===== src/rtl/tss_rx_deframer.sv =====
// Receive-side deframer: gathers byte frames into command words, timestamps them at frame
// start, and queues them in a small FIFO that software drains over a Wishbone slave port.
module tss_rx_deframer #(
    parameter int unsigned CMD_BYTES       = 8,
    parameter int unsigned TIMESTAMP_WIDTH = 64,
    parameter int unsigned FIFO_DEPTH      = 4
) (
    input  logic                       clk,
    input  logic                       arst,
    input  logic [7:0]                 tss_axis_tdata,
    input  logic                       tss_axis_tvalid,
    output logic                       tss_axis_tready,
    input  logic                       tss_axis_tlast,
    input  logic                       timer_valid_i,
    input  logic [TIMESTAMP_WIDTH-1:0] timer_i,
    input  logic                       wbs_we_i,
    input  logic [31:0]                wbs_addr_i,
    input  logic [31:0]                wbs_data_i,
    output logic [31:0]                wbs_data_o,
    input  logic                       wbs_stb_i,
    output logic                       wbs_ack_o
);

    localparam int unsigned AW = $clog2(FIFO_DEPTH);
    localparam int unsigned CW = AW + 1;
    localparam logic [3:0] CMD_LEN = 4'(CMD_BYTES);
    localparam logic [63:0] CMD_MASK = {64{1'b1}} >> (64 - 8 * CMD_BYTES);
    localparam logic [CW-1:0] FIFO_FULL = CW'(FIFO_DEPTH);

    typedef enum logic [1:0] {
        StIdle,
        StCollect,
        StDiscard
    } state_e;

    state_e state_q, state_d;
    logic [3:0] cnt_q, cnt_d;
    logic [63:0] sr_q, sr_d;
    logic [63:0] pts_q, pts_d;
    logic ptsv_q, ptsv_d;
    logic commit_req, commit_tsv, short_inc, long_inc;
    logic [63:0] commit_cmd, commit_ts, timer_ext;
    logic beat;

    logic [63:0] cmd_mem [FIFO_DEPTH];
    logic [63:0] ts_mem [FIFO_DEPTH];
    logic [FIFO_DEPTH-1:0] tsv_mem;
    logic [AW-1:0] wr_ptr_q, rd_ptr_q;
    logic [CW-1:0] count_q;
    logic empty, full, push, pop, ovf_inc;
    logic [63:0] head_cmd, head_ts;
    logic head_tsv;

    logic [7:0] short_q, long_q, ovf_q;
    logic [31:0] frames_q;
    logic wb_req, err_clr, ack_q;
    logic [31:0] rdata, rdata_q;
    logic unused_bits;

    assign unused_bits = ^{wbs_addr_i[31:5], wbs_addr_i[1:0], wbs_data_i};

    assign tss_axis_tready = ~arst;
    assign beat = tss_axis_tvalid & tss_axis_tready;
    assign timer_ext = 64'(timer_i);

    always_ff @(posedge clk) begin
        if (arst) begin
            state_q <= StIdle;
            cnt_q   <= '0;
            sr_q    <= '0;
            pts_q   <= '0;
            ptsv_q  <= 1'b0;
        end else begin
            state_q <= state_d;
            cnt_q   <= cnt_d;
            sr_q    <= sr_d;
            pts_q   <= pts_d;
            ptsv_q  <= ptsv_d;
        end
    end

    always_comb begin
        state_d    = state_q;
        cnt_d      = cnt_q;
        sr_d       = sr_q;
        pts_d      = pts_q;
        ptsv_d     = ptsv_q;
        commit_req = 1'b0;
        short_inc  = 1'b0;
        long_inc   = 1'b0;
        commit_ts  = pts_q;
        commit_tsv = ptsv_q;
        case (state_q)
            StIdle: begin
                if (beat) begin
                    sr_d       = {56'd0, tss_axis_tdata};
                    cnt_d      = 4'd1;
                    pts_d      = timer_ext;
                    ptsv_d     = timer_valid_i;
                    // A one-byte frame commits with the timestamp captured this very cycle
                    commit_ts  = timer_ext;
                    commit_tsv = timer_valid_i;
                    if (tss_axis_tlast) begin
                        if (CMD_BYTES == 1) commit_req = 1'b1;
                        else                short_inc  = 1'b1;
                    end else begin
                        state_d = StCollect;
                    end
                end
            end
            StCollect: begin
                if (beat) begin
                    sr_d  = {sr_q[55:0], tss_axis_tdata};
                    cnt_d = cnt_q + 4'd1;
                    if (tss_axis_tlast) begin
                        if (cnt_d == CMD_LEN) commit_req = 1'b1;
                        else                  short_inc  = 1'b1;
                        state_d = StIdle;
                    end else if (cnt_d == CMD_LEN) begin
                        long_inc = 1'b1;
                        state_d  = StDiscard;
                    end
                end
            end
            StDiscard: begin
                if (beat && tss_axis_tlast) state_d = StIdle;
            end
            default: state_d = StIdle;
        endcase
        commit_cmd = sr_d & CMD_MASK;
    end

    assign empty    = (count_q == '0);
    assign full     = (count_q == FIFO_FULL);
    assign head_cmd = cmd_mem[rd_ptr_q];
    assign head_ts  = ts_mem[rd_ptr_q];
    assign head_tsv = ~empty & tsv_mem[rd_ptr_q];

    assign wb_req  = wbs_stb_i & ~ack_q;
    assign pop     = wb_req & wbs_we_i & (wbs_addr_i[4:2] == 3'd5) & ~empty;
    assign err_clr = wb_req & wbs_we_i & (wbs_addr_i[4:2] == 3'd6);
    // A pop in the same cycle frees the slot the full FIFO needs
    assign push    = commit_req & (~full | pop);
    assign ovf_inc = commit_req & full & ~pop;

    always_ff @(posedge clk) begin
        if (push) begin
            cmd_mem[wr_ptr_q] <= commit_cmd;
            ts_mem[wr_ptr_q]  <= commit_ts;
            tsv_mem[wr_ptr_q] <= commit_tsv;
        end
    end

    always_ff @(posedge clk) begin
        if (arst) begin
            wr_ptr_q <= '0;
            rd_ptr_q <= '0;
            count_q  <= '0;
        end else begin
            if (push) wr_ptr_q <= wr_ptr_q + AW'(1);
            if (pop)  rd_ptr_q <= rd_ptr_q + AW'(1);
            case ({push, pop})
                2'b10:   count_q <= count_q + CW'(1);
                2'b01:   count_q <= count_q - CW'(1);
                default: count_q <= count_q;
            endcase
        end
    end

    always_ff @(posedge clk) begin
        if (arst || err_clr) begin
            short_q <= '0;
            long_q  <= '0;
            ovf_q   <= '0;
        end else begin
            if (short_inc && short_q != 8'hFF) short_q <= short_q + 8'd1;
            if (long_inc && long_q != 8'hFF)   long_q  <= long_q + 8'd1;
            if (ovf_inc && ovf_q != 8'hFF)     ovf_q   <= ovf_q + 8'd1;
        end
    end

    always_ff @(posedge clk) begin
        if (arst)      frames_q <= '0;
        else if (push) frames_q <= frames_q + 32'd1;
    end

    always_comb begin
        rdata = '0;
        case (wbs_addr_i[4:2])
            3'd0:    rdata = {21'd0, head_tsv, full, empty, 4'd0, 4'(count_q)};
            3'd1:    rdata = empty ? 32'd0 : head_cmd[31:0];
            3'd2:    rdata = empty ? 32'd0 : head_cmd[63:32];
            3'd3:    rdata = empty ? 32'd0 : head_ts[31:0];
            3'd4:    rdata = empty ? 32'd0 : head_ts[63:32];
            3'd6:    rdata = {8'd0, ovf_q, long_q, short_q};
            3'd7:    rdata = frames_q;
            default: rdata = '0;
        endcase
    end

    always_ff @(posedge clk) begin
        if (arst) begin
            ack_q   <= 1'b0;
            rdata_q <= '0;
        end else begin
            ack_q   <= wb_req;
            rdata_q <= wb_req ? rdata : 32'd0;
        end
    end

    assign wbs_ack_o  = ack_q;
    assign wbs_data_o = rdata_q;

endmodule


===== config.mk =====
export PLATFORM = sky130hd
export DESIGN_NAME = tss_rx_deframer
export DESIGN_NICKNAME = d
export VERILOG_FILES = /design/src/rtl/tss_rx_deframer.sv
export SDC_FILE = /design/constraint.sdc
export NUM_CORES = 1
export LEC_CHECK = 0
export ABC_AREA = 1
export CAP_MARGIN = 30
export CORE_UTILIZATION = 59
export CTS_CLUSTER_DIAMETER = 120
export DETAILED_ROUTE_END_ITERATION = 10
export MAX_ROUTING_LAYER = met4
export PLACE_DENSITY = 0.79
export SLEW_MARGIN = 25
export SYNTH_ARGS = -nofsm -noshare
export SYNTH_HDL_FRONTEND = slang
export SYNTH_SLANG_ARGS = --single-unit
export TNS_END_PERCENT = 30

===== constraint.sdc =====
create_clock -name clk -period 12.4 [get_ports clk]
set_input_delay 2.48 -clock clk [delete_from_list [all_inputs] [get_ports clk]]
set_output_delay 2.48 -clock clk [all_outputs]
set_load 0.01 [all_outputs]

Word-level counts from Yosys, hierarchy flattened
Memory sizes are Yosys's and may differ from the RTL's. A register that Yosys moved wholly into a read port is not among the register bits.
Index checks and enable logic that the tools add are counted.
- bits in registers: 235
- RAM bits: 512
- input bits: 143
- output and inout port bits: 34
- logic and storage cells: 128
- memories: 2
- add/sub/neg operators: 9
- order comparisons: 3
- equality and inequality tests: 21
- mux-type cells: 47
- bitwise logic cells: 17
- reductions and logical operators: 14
- memory list (memory ; words ; bits a word ; rd ports ; clocked after Yosys merged registers in ; write ports ; RTL line ; RTL):
    cmd_mem ; 4 ; 64 ; 1 ; 1 ; 1 ; 45 ; logic [63:0] cmd_mem [FIFO_DEPTH];
    ts_mem ; 4 ; 64 ; 1 ; 1 ; 1 ; 46 ; logic [63:0] ts_mem [FIFO_DEPTH];
- operators by type and width (cell ; number):
    two-way mux 64 bit ; 4
    case mux 32 bit (7 select lines) ; 1
    two-way mux 32 bit ; 4
    case mux 64 bit (2 select lines) ; 1
    adder 32 x 1 -> 32 bit, second input constant ; 1
    adder 8 x 1 -> 8 bit, second input constant ; 3
    != test 8 bit, second input constant ; 3
    two-way mux 2 bit ; 10
    two-way mux 1 bit ; 18
    equality test 3 bit, second input constant ; 5
    bitwise AND 1 bit ; 10
    two-way mux 4 bit ; 2
    != test 2 bit, second input constant ; 4
    case mux 4 bit (2 select lines) ; 1
    equality test 3 x 2 -> 1 bit, second input constant ; 2
    zero test 3 bit ; 2
    < comparator 2 x 3 -> 1 bit, second input constant ; 2
    inverter 1 bit ; 6
    case mux 2 bit (3 select lines) ; 1
    case mux 3 bit (2 select lines) ; 1
    logical AND 1 bit ; 5
    AND reduction 5 bit ; 1
    adder 2 x 1 -> 2 bit, second input constant ; 2
    adder 4 x 1 -> 4 bit, second input constant ; 1
    18 further kinds ; 21

Longest topological paths before layout
Gate-level depths: netlist (run 1).
- depth in word-level cells: 9
- depth in mapped cells: 16
- depth with buffers taken out: 15

Worst setup path before layout (run 1)
Ideal clock, no wire load.
- path kind: input-to-reg
- start: input arst
- end: memory cmd_mem[0][0], enable pin
- library setup time: 0.619 ns
- data arrival time: 8.739 ns
- required time: 11.781 ns
- path slack: 3.042 ns
- stages: 9
- path buffers: 2
- path through: buf_6 > clkinv_2 > nand3_2 > nor2_1 > inv_1 > nor2_2 > nand2_2 > buf_4 > nor2_1
- cells in the longest elaborated chain, start to end: 7
- RTL lines (element ; RTL line ; RTL):
    from (decl) ; 9 ; input logic arst,
    inverter 1 bit ; 62 ; assign tss_axis_tready = ~arst;
    bitwise AND 1 bit ; 63 ; assign beat = tss_axis_tvalid & tss_axis_tready;
    two-way mux 1 bit ; 112 ; if (beat) begin
    two-way mux 1 bit ; 93 ; case (state_q)
    bitwise AND 1 bit ; 143 ; assign push = commit_req & (~full | pop);
    two-way mux 1 bit ; 147 ; if (push) begin
    two-way mux 1 bit (not written as such) ; 148 ; cmd_mem[wr_ptr_q] <= commit_cmd;
    to (decl) ; 45 ;
No other way between the ends.

Worst setup path in the final report (run 1)
- start: input arst
- end: output tss_axis_tready
- cells in the longest elaborated chain, start to end: 1
- RTL lines (element ; RTL line ; RTL):
    inverter 1 bit ; 62 ;
    to (decl) ; 12 ; output logic tss_axis_tready,
No other way between the ends.

==> flow_summary.ini, run 1 <==
[synthesis]
yosysUniqueCellTypes = 35
netlist_area_mm2 = 0.03082
seq_area_frac_synth_pct = 65.42
synth_edf_count = 516
synth_nets = 3280
yosysTopAreaCellShare_pct = 50.28
synth_top_area_cell = edfxtp_1
ys.flop_type = edfxtp_1
netlist_instances = 3125
avgSynthCellArea_um2 = 9.861
ys_warn_count = 0
ys_ff_latch = 749
synth_area_leaders = edfxtp_1 (50%), dfxtp_1 (15%), nor2_1 (7.8%)
synth.most_common_cell = nor2_1
synth_common_cells = nor2_1 (643), edfxtp_1 (516), o21ai_0 (361), inv_1 (333), nand2_1 (328)
async_flop_share_pct = 0

[global_routing]
overflow = 0
grt_first_pass_wirelength_mm = 117.7
use_met3_pct = 3.780
grt_pass1_vias = 21652
grt_use_met1_pct = 38.78
met2_usage_pct = 47.26
grtUsageTotal_pct = 29.81
antenna_found_initial = 0
grt.busiest_layer = met2
grt_max_degree = 105

[timing]
period_share_pct = 51.37
tightestPinTransition_ns = 0.9659
setup_viol = 0
hold_violations = 0
rsz0062_at_grt = false
final.setup.tns_ns = 0
fin_skew_ns = 0.02138
fmax_mhz = 157.0
min_period_ns = 6.370
maxSlewHeadroom_pct = 35.53
drv_slew = 0

[route]
wl_per_cell_um = 19.59
drt-total-wl_mm = 76.82
drc = 0
vias_per_cell = 5.811
drt_iter0_markers = 2610
vias = 22786
ant_nets = 0
dr.pass1.iters = 6

[floorplan]
fp.dieArea_mm2 = 0.05315
initial_utilization_pct = 59.83
die_w_um = 230.5
io_pins = 177
fp.dieH_um = 230.5
rows = 83
core_mm2 = 0.05151

[final_layout]
syn2layout_area_growth_pct = 13.07
instances_no_fill = 3921
nets = 3334
fillCellCount = 3756
drive_above_1_share_pct = 5.216

[power]
clockPowerShare_pct = 43.3
p_leak_uw = 0.01267
peakVddDrop_uv = 113.8
power.internal_uw = 4016
p_switching_uw = 1031
power_density_mw_per_mm2 = 144.9
pwr-share-comb_pct = 3.2
p_seq_share_pct = 53.5
swShare_pct = 20.43

[hold_path]
hold_start = count_q[0]$_SDFFE_PP0P_
worst_hold_path.endpoint = count_q[0]$_SDFFE_PP0P_
worstHoldPathType = flop to flop
whs_path_depth = 1

[setup_path]
reg2reg_depth = 8
cp_top_family = buffers and inverters
cp_cell_sequence = buf_4 -> clkinv_2 -> clkdlybuf4s50_1
crit_type = input port to output pin
crit_arrival_ns = 3.89
rr_endpoint = wbs_data_o[6]$_SDFF_PP0_
crit_fanout = 26
cp.required_ns = 9.92
reg2reg_slack_ns = 8.49
slowest_stage = clkdlybuf4s50_1
path_buf_inv = 3
cpPeakStageDelay_ns = 0.62
start_kind = input port
crit_path_end_kind = output pin

[clock_tree]
hold_buffers = 0
clkLatencyLatePin_ns = 0.61
post_cts_buffers = 0
cts_buffers = 75
cts_tree = built
clk_path_buf_depth = 3
clock-sinks = 749
clkTransAtPathRegs_ns = 0.06
cts-root-buf = clkbuf_16
cts_resized = 0
h-tree-depth = 3

[flow_run]
maxCapViolations = 0

[place]
numPortBuffers = 115
hpwl_mm = 46.40
routabilityCongestion = 0.9424
dpl.cell_count = 3780

[status]
outcome = complete, no violations
[layout by cell type, fill, tap and decap left out, types with 11 or more instances in the layout]
cell,synthesis,layout
a21oi_1,61,61
a22oi_1,24,24
buf_4,17,31
clkbuf_1,88,30
clkbuf_16,0,80
clkdlybuf4s50_1,0,114
dfxtp_1,233,231
edfxtp_1,516,516
ha_1,11,11
inv_1,333,333
nand2_1,328,326
nand3_1,200,199
nand4_1,18,18
nor2_1,643,635
o21ai_0,361,361
o21ai_1,51,51
o22ai_1,108,108
xor2_1,13,13
[state kept, by name (all words and copies together), names as in the netlist, 2 cells and up, named ones only]
register and cells:
cmd_mem 256, ts_mem 256, pts_q 64, sr_q 64
frames_q 32, wbs_data_o 32, long_q 8, ovf_q 8
short_q 8, cnt_q 4, tsv_mem 4, count_q 3
rd_ptr_q 2, state_q 2, wr_ptr_q 2
[kinds of logic (layout without fill, tap and decap cells)]
| logic type | count (synthesis) | count (layout) | synth area share (%) |
|---|---|---|---|
| DFF | 749 | 749 | 65.42 |
| other | 0 | 1 | 0 |
| xor gates and xnor gates | 15 | 15 | 0.4263 |
| adders and majority gates | 12 | 12 | 0.5116 |
| and+or+nand+nor | 1221 | 1221 | 16.19 |
| buffers and inverters | 512 | 627 | 6.728 |
| AOI/OAI and AO/OA | 616 | 616 | 10.73 |
[worst max-delay path by stage]
stage               startpoint                        to  slack, ns  depth (start not counted)
finish                    arst           tss_axis_tready       6.03                          3
global route              arst           tss_axis_tready       5.99                          3
CTS                       arst           tss_axis_tready       6.04                          3
detailed placement        arst           tss_axis_tready       6.04                          3
global placement          arst  cmd_mem[0][12]$_DFFE_PP_       5.76                         10
floorplan                 arst   cmd_mem[0][0]$_DFFE_PP_       3.04                          9
[area by class of cell]
class,count,area (um2),area share [%]
clock buffer,114,2170,6.227
inverter,339,1279,3.670
antenna,1,2.502,0.007182
multi-input combinational,1864,8667,24.87
timing repair buffer,150,1504,4.316
sequential,749,20170,57.88
clock inverter,24,203.9,0.5853
tap,680,850.8,2.442
[per-stage QoR]
step                      total power (uW)  area, um2  setup slack (ns)  utilization [%]  hold slack (ns)
after global placement                2903      32340             5.759            62.78           0.4544
final                                 5047      34840             6.030            67.64           0.5037
after detailed placement              2912      32420             6.036            62.94           0.4912
after floorplan                       2845      30820             3.042                -           0.4432
after global routing                  5186      34840             5.987            67.64           0.5276
after CTS                             5067      34790             6.040            67.55           0.5024
[per-layer routing]
metal | up-vias | wire length (um)
met1 | 10902 | 31080
met4 | 0 | 2996
met3 | 170 | 6297
li1 | 10629 | -
met5 | - | 0
met2 | 1085 | 36450
[worst register-to-register path: stages (launching register included)]
cell,delay (ns)
dfxtp_4,0.78
buf_4,0.73
buf_4,0.79
o21ai_0,0.31
o21ai_0,0.75
nand3_1,0.19
nand3_1,0.14
nor2_1,0.04
nor2_1,0.11
[power groups by stage]
stage               registers (uW)  logic [uW]  clock network [uW]
floorplan                     2750        94.1                   0
global placement              2750         151                   0
detailed placement            2750         159                   0
CTS                           2700         162                2210
global route                  2700         181                2310
finish                        2700         163                2180
Power figures use the tool's default switching activity.
==> inputs of run 2 (changes only) <==
--- a/config.mk
+++ b/config.mk
@@ -7,11 +7,11 @@
 export LEC_CHECK = 0
 export ABC_AREA = 1
 export CAP_MARGIN = 30
-export CORE_UTILIZATION = 59
+export CORE_UTILIZATION = 54
 export CTS_CLUSTER_DIAMETER = 120
 export DETAILED_ROUTE_END_ITERATION = 10
 export MAX_ROUTING_LAYER = met4
-export PLACE_DENSITY = 0.79
+export PLACE_DENSITY = 0.76
 export SLEW_MARGIN = 25
 export SYNTH_ARGS = -nofsm -noshare
 export SYNTH_HDL_FRONTEND = slang
==> constraint.sdc (replaced) <==
create_clock -name clk -period 5.6 [get_ports clk]
set_input_delay 1.12 -clock clk [delete_from_list [all_inputs] [get_ports clk]]
set_output_delay 1.12 -clock clk [all_outputs]
set_load 0.01 [all_outputs]
==> run 2 against run 1 <==
Worst hold slack worse by 0.013 ns. Clock skew decreased by 0.0069 ns. Clock power increased by 130%. Sequential share of layout area fell by 0.34 points. Clock-buffer cell count increased by 1. First-iteration DRC count is 11% lower. Via count decreased by 2.1%. Critical path depth did not move. Sequential power is 120% higher. Total power is 120% higher.
==> flow_summary.ini, run 2 (synthesized netlist as in run 1, its figures left out) <==
[status]
outcome = complete, no violations

[route]
wl_per_cell_um = 19.16
drt-total-wl_mm = 76.53
drc = 0
ant_nets = 0
vias_per_cell = 5.582
met1Wirelength_mm = 31.59
vias = 22300
route.met3.wl_mm = 5.650
top_layer_used = met4
dr_wl_met2_mm = 37.06
dr.pass1.iters = 6
drt_iter0_markers = 2330

[floorplan]
die_w_um = 240.9
rows = 87
fp.dieArea_mm2 = 0.05803
fp.dieH_um = 240.9
io_pins = 177
core_mm2 = 0.05639
initial_utilization_pct = 54.65

[clock_tree]
post_cts_buffers = 0
clkTransAtPathRegs_ns = 0.06
cts_resized = 0
cts_tree = built
cts_buffers = 76
clk_path_buf_depth = 3
hold_buffers = 0
cts-root-buf = clkbuf_16
clock-sinks = 749
h-tree-depth = 3
clkLatencyLatePin_ns = 0.62

[place]
numPortBuffers = 115
place_area_mm2 = 0.03257
routabilityCongestion = 0.9474
hpwl_mm = 45.89

[global_routing]
grt_pass1_vias = 21329
overflow = 0
grtUsageTotal_pct = 27.52
grt_max_degree = 169
grt_first_pass_wirelength_mm = 117.4
antenna_found_initial = 1

[timing]
drv_slew = 0
maxSlewHeadroom_pct = 32.85
min_period_ns = 3.365
setup_viol = 0
period_share_pct = 60.10
tightestPinTransition_ns = 1.007
fin_skew_ns = 0.01443
rsz0062_at_grt = false
hold_violations = 0
hold-worst-slack_ns = 0.4906
fmax_mhz = 297.1

[final_layout]
nets = 3332
layout_commonest_cell = nor2_1
syn2layout_area_growth_pct = 13.74
mostFrequentLayoutCells = nor2_1 (635), edfxtp_1 (516), o21ai_0 (361), inv_1 (333), nand2_1 (325)
layout.core_utilization_pct = 62.16
design_area_mm2 = 0.03505
drive_above_1_share_pct = 5.405
reg_top3 = cmd_mem (256), ts_mem (256)

[setup_path]
start_kind = input port
crit_type = input port to output pin
crit_arrival_ns = 2.25
crit_fanout = 26
crit_path_end_kind = output pin
cp.required_ns = 4.48

[power]
p_seq_share_pct = 53.1
power.internal_uw = 8982
peakVddDrop_uv = 226.2
p_switching_uw = 2272
clockPowerShare_pct = 43.7
power_density_mw_per_mm2 = 321.1
p_leak_uw = 0.01273
pwr-share-comb_pct = 3.2
swShare_pct = 20.19

[hold_path]
worstHoldPathType = flop to flop

[flow_run]
maxCapViolations = 0
[run 2: per-stage QoR]
| step | worst slack, ns | std cells | setup TNS (ns) | power (uW) |
|---|---|---|---|---|
| finish | 2.235 | 3995 | 0 | 11250 |
| floorplan | -0.2035 | 3125 | -105.00 | 6300 |
| detailed placement | 1.896 | 3853 | 0 | 6451 |
| CTS | 2.245 | 3992 | 0 | 11310 |
| global route | 2.203 | 3994 | 0 | 11570 |
| global placement | 1.915 | 3853 | 0 | 6433 |
[run 2: power groups by stage]
| stage | Combinational (uW) | Clock [uW] | Sequential, uW |
|---|---|---|---|
| floorplan | 208 | 0 | 6090 |
| global placement | 341 | 0 | 6090 |
| detailed placement | 357 | 0 | 6090 |
| CTS | 359 | 4980 | 5980 |
| global route | 406 | 5190 | 5980 |
| finish | 362 | 4910 | 5980 |
[run 2: path summary, 6_finish.rpt]
check	slack (ns)	depth (start not counted)	to	from
setup / recovery	2.23	3	tss_axis_tready	arst
setup reg to reg	2.75	7	wbs_data_o[17]$_SDFF_PP0_	count_q[1]$_SDFFE_PP0P_
hold / removal	0.49	1	count_q[0]$_SDFFE_PP0P_	count_q[0]$_SDFFE_PP0P_
hold reg to reg	0.49	1	count_q[0]$_SDFFE_PP0P_	count_q[0]$_SDFFE_PP0P_
[run 2: layout make-up]
class                           count  area (um2)
Multi-Input combinational cell   1864        8670
Inverter                          339        1279
Sequential cell                   749       20170
Tap cell                          756       945.9
Clock buffer                      115        2207
Fill cell                        4437       21340
Antenna cell                        1       2.502
Timing Repair Buffer              147        1559
Clock inverter                     24       221.5
[run 2: per-layer routing]
metal  vias up  track usage (%)
met3       128            3.397
met5         -                -
met1     10636            36.09
met2       911            44.14
met4         0            10.15
li1      10625                -
[run 2: critical path: stages]
cell             delay [ns]
buf_4                  0.11
clkinv_2               0.37
clkdlybuf4s50_1        0.63
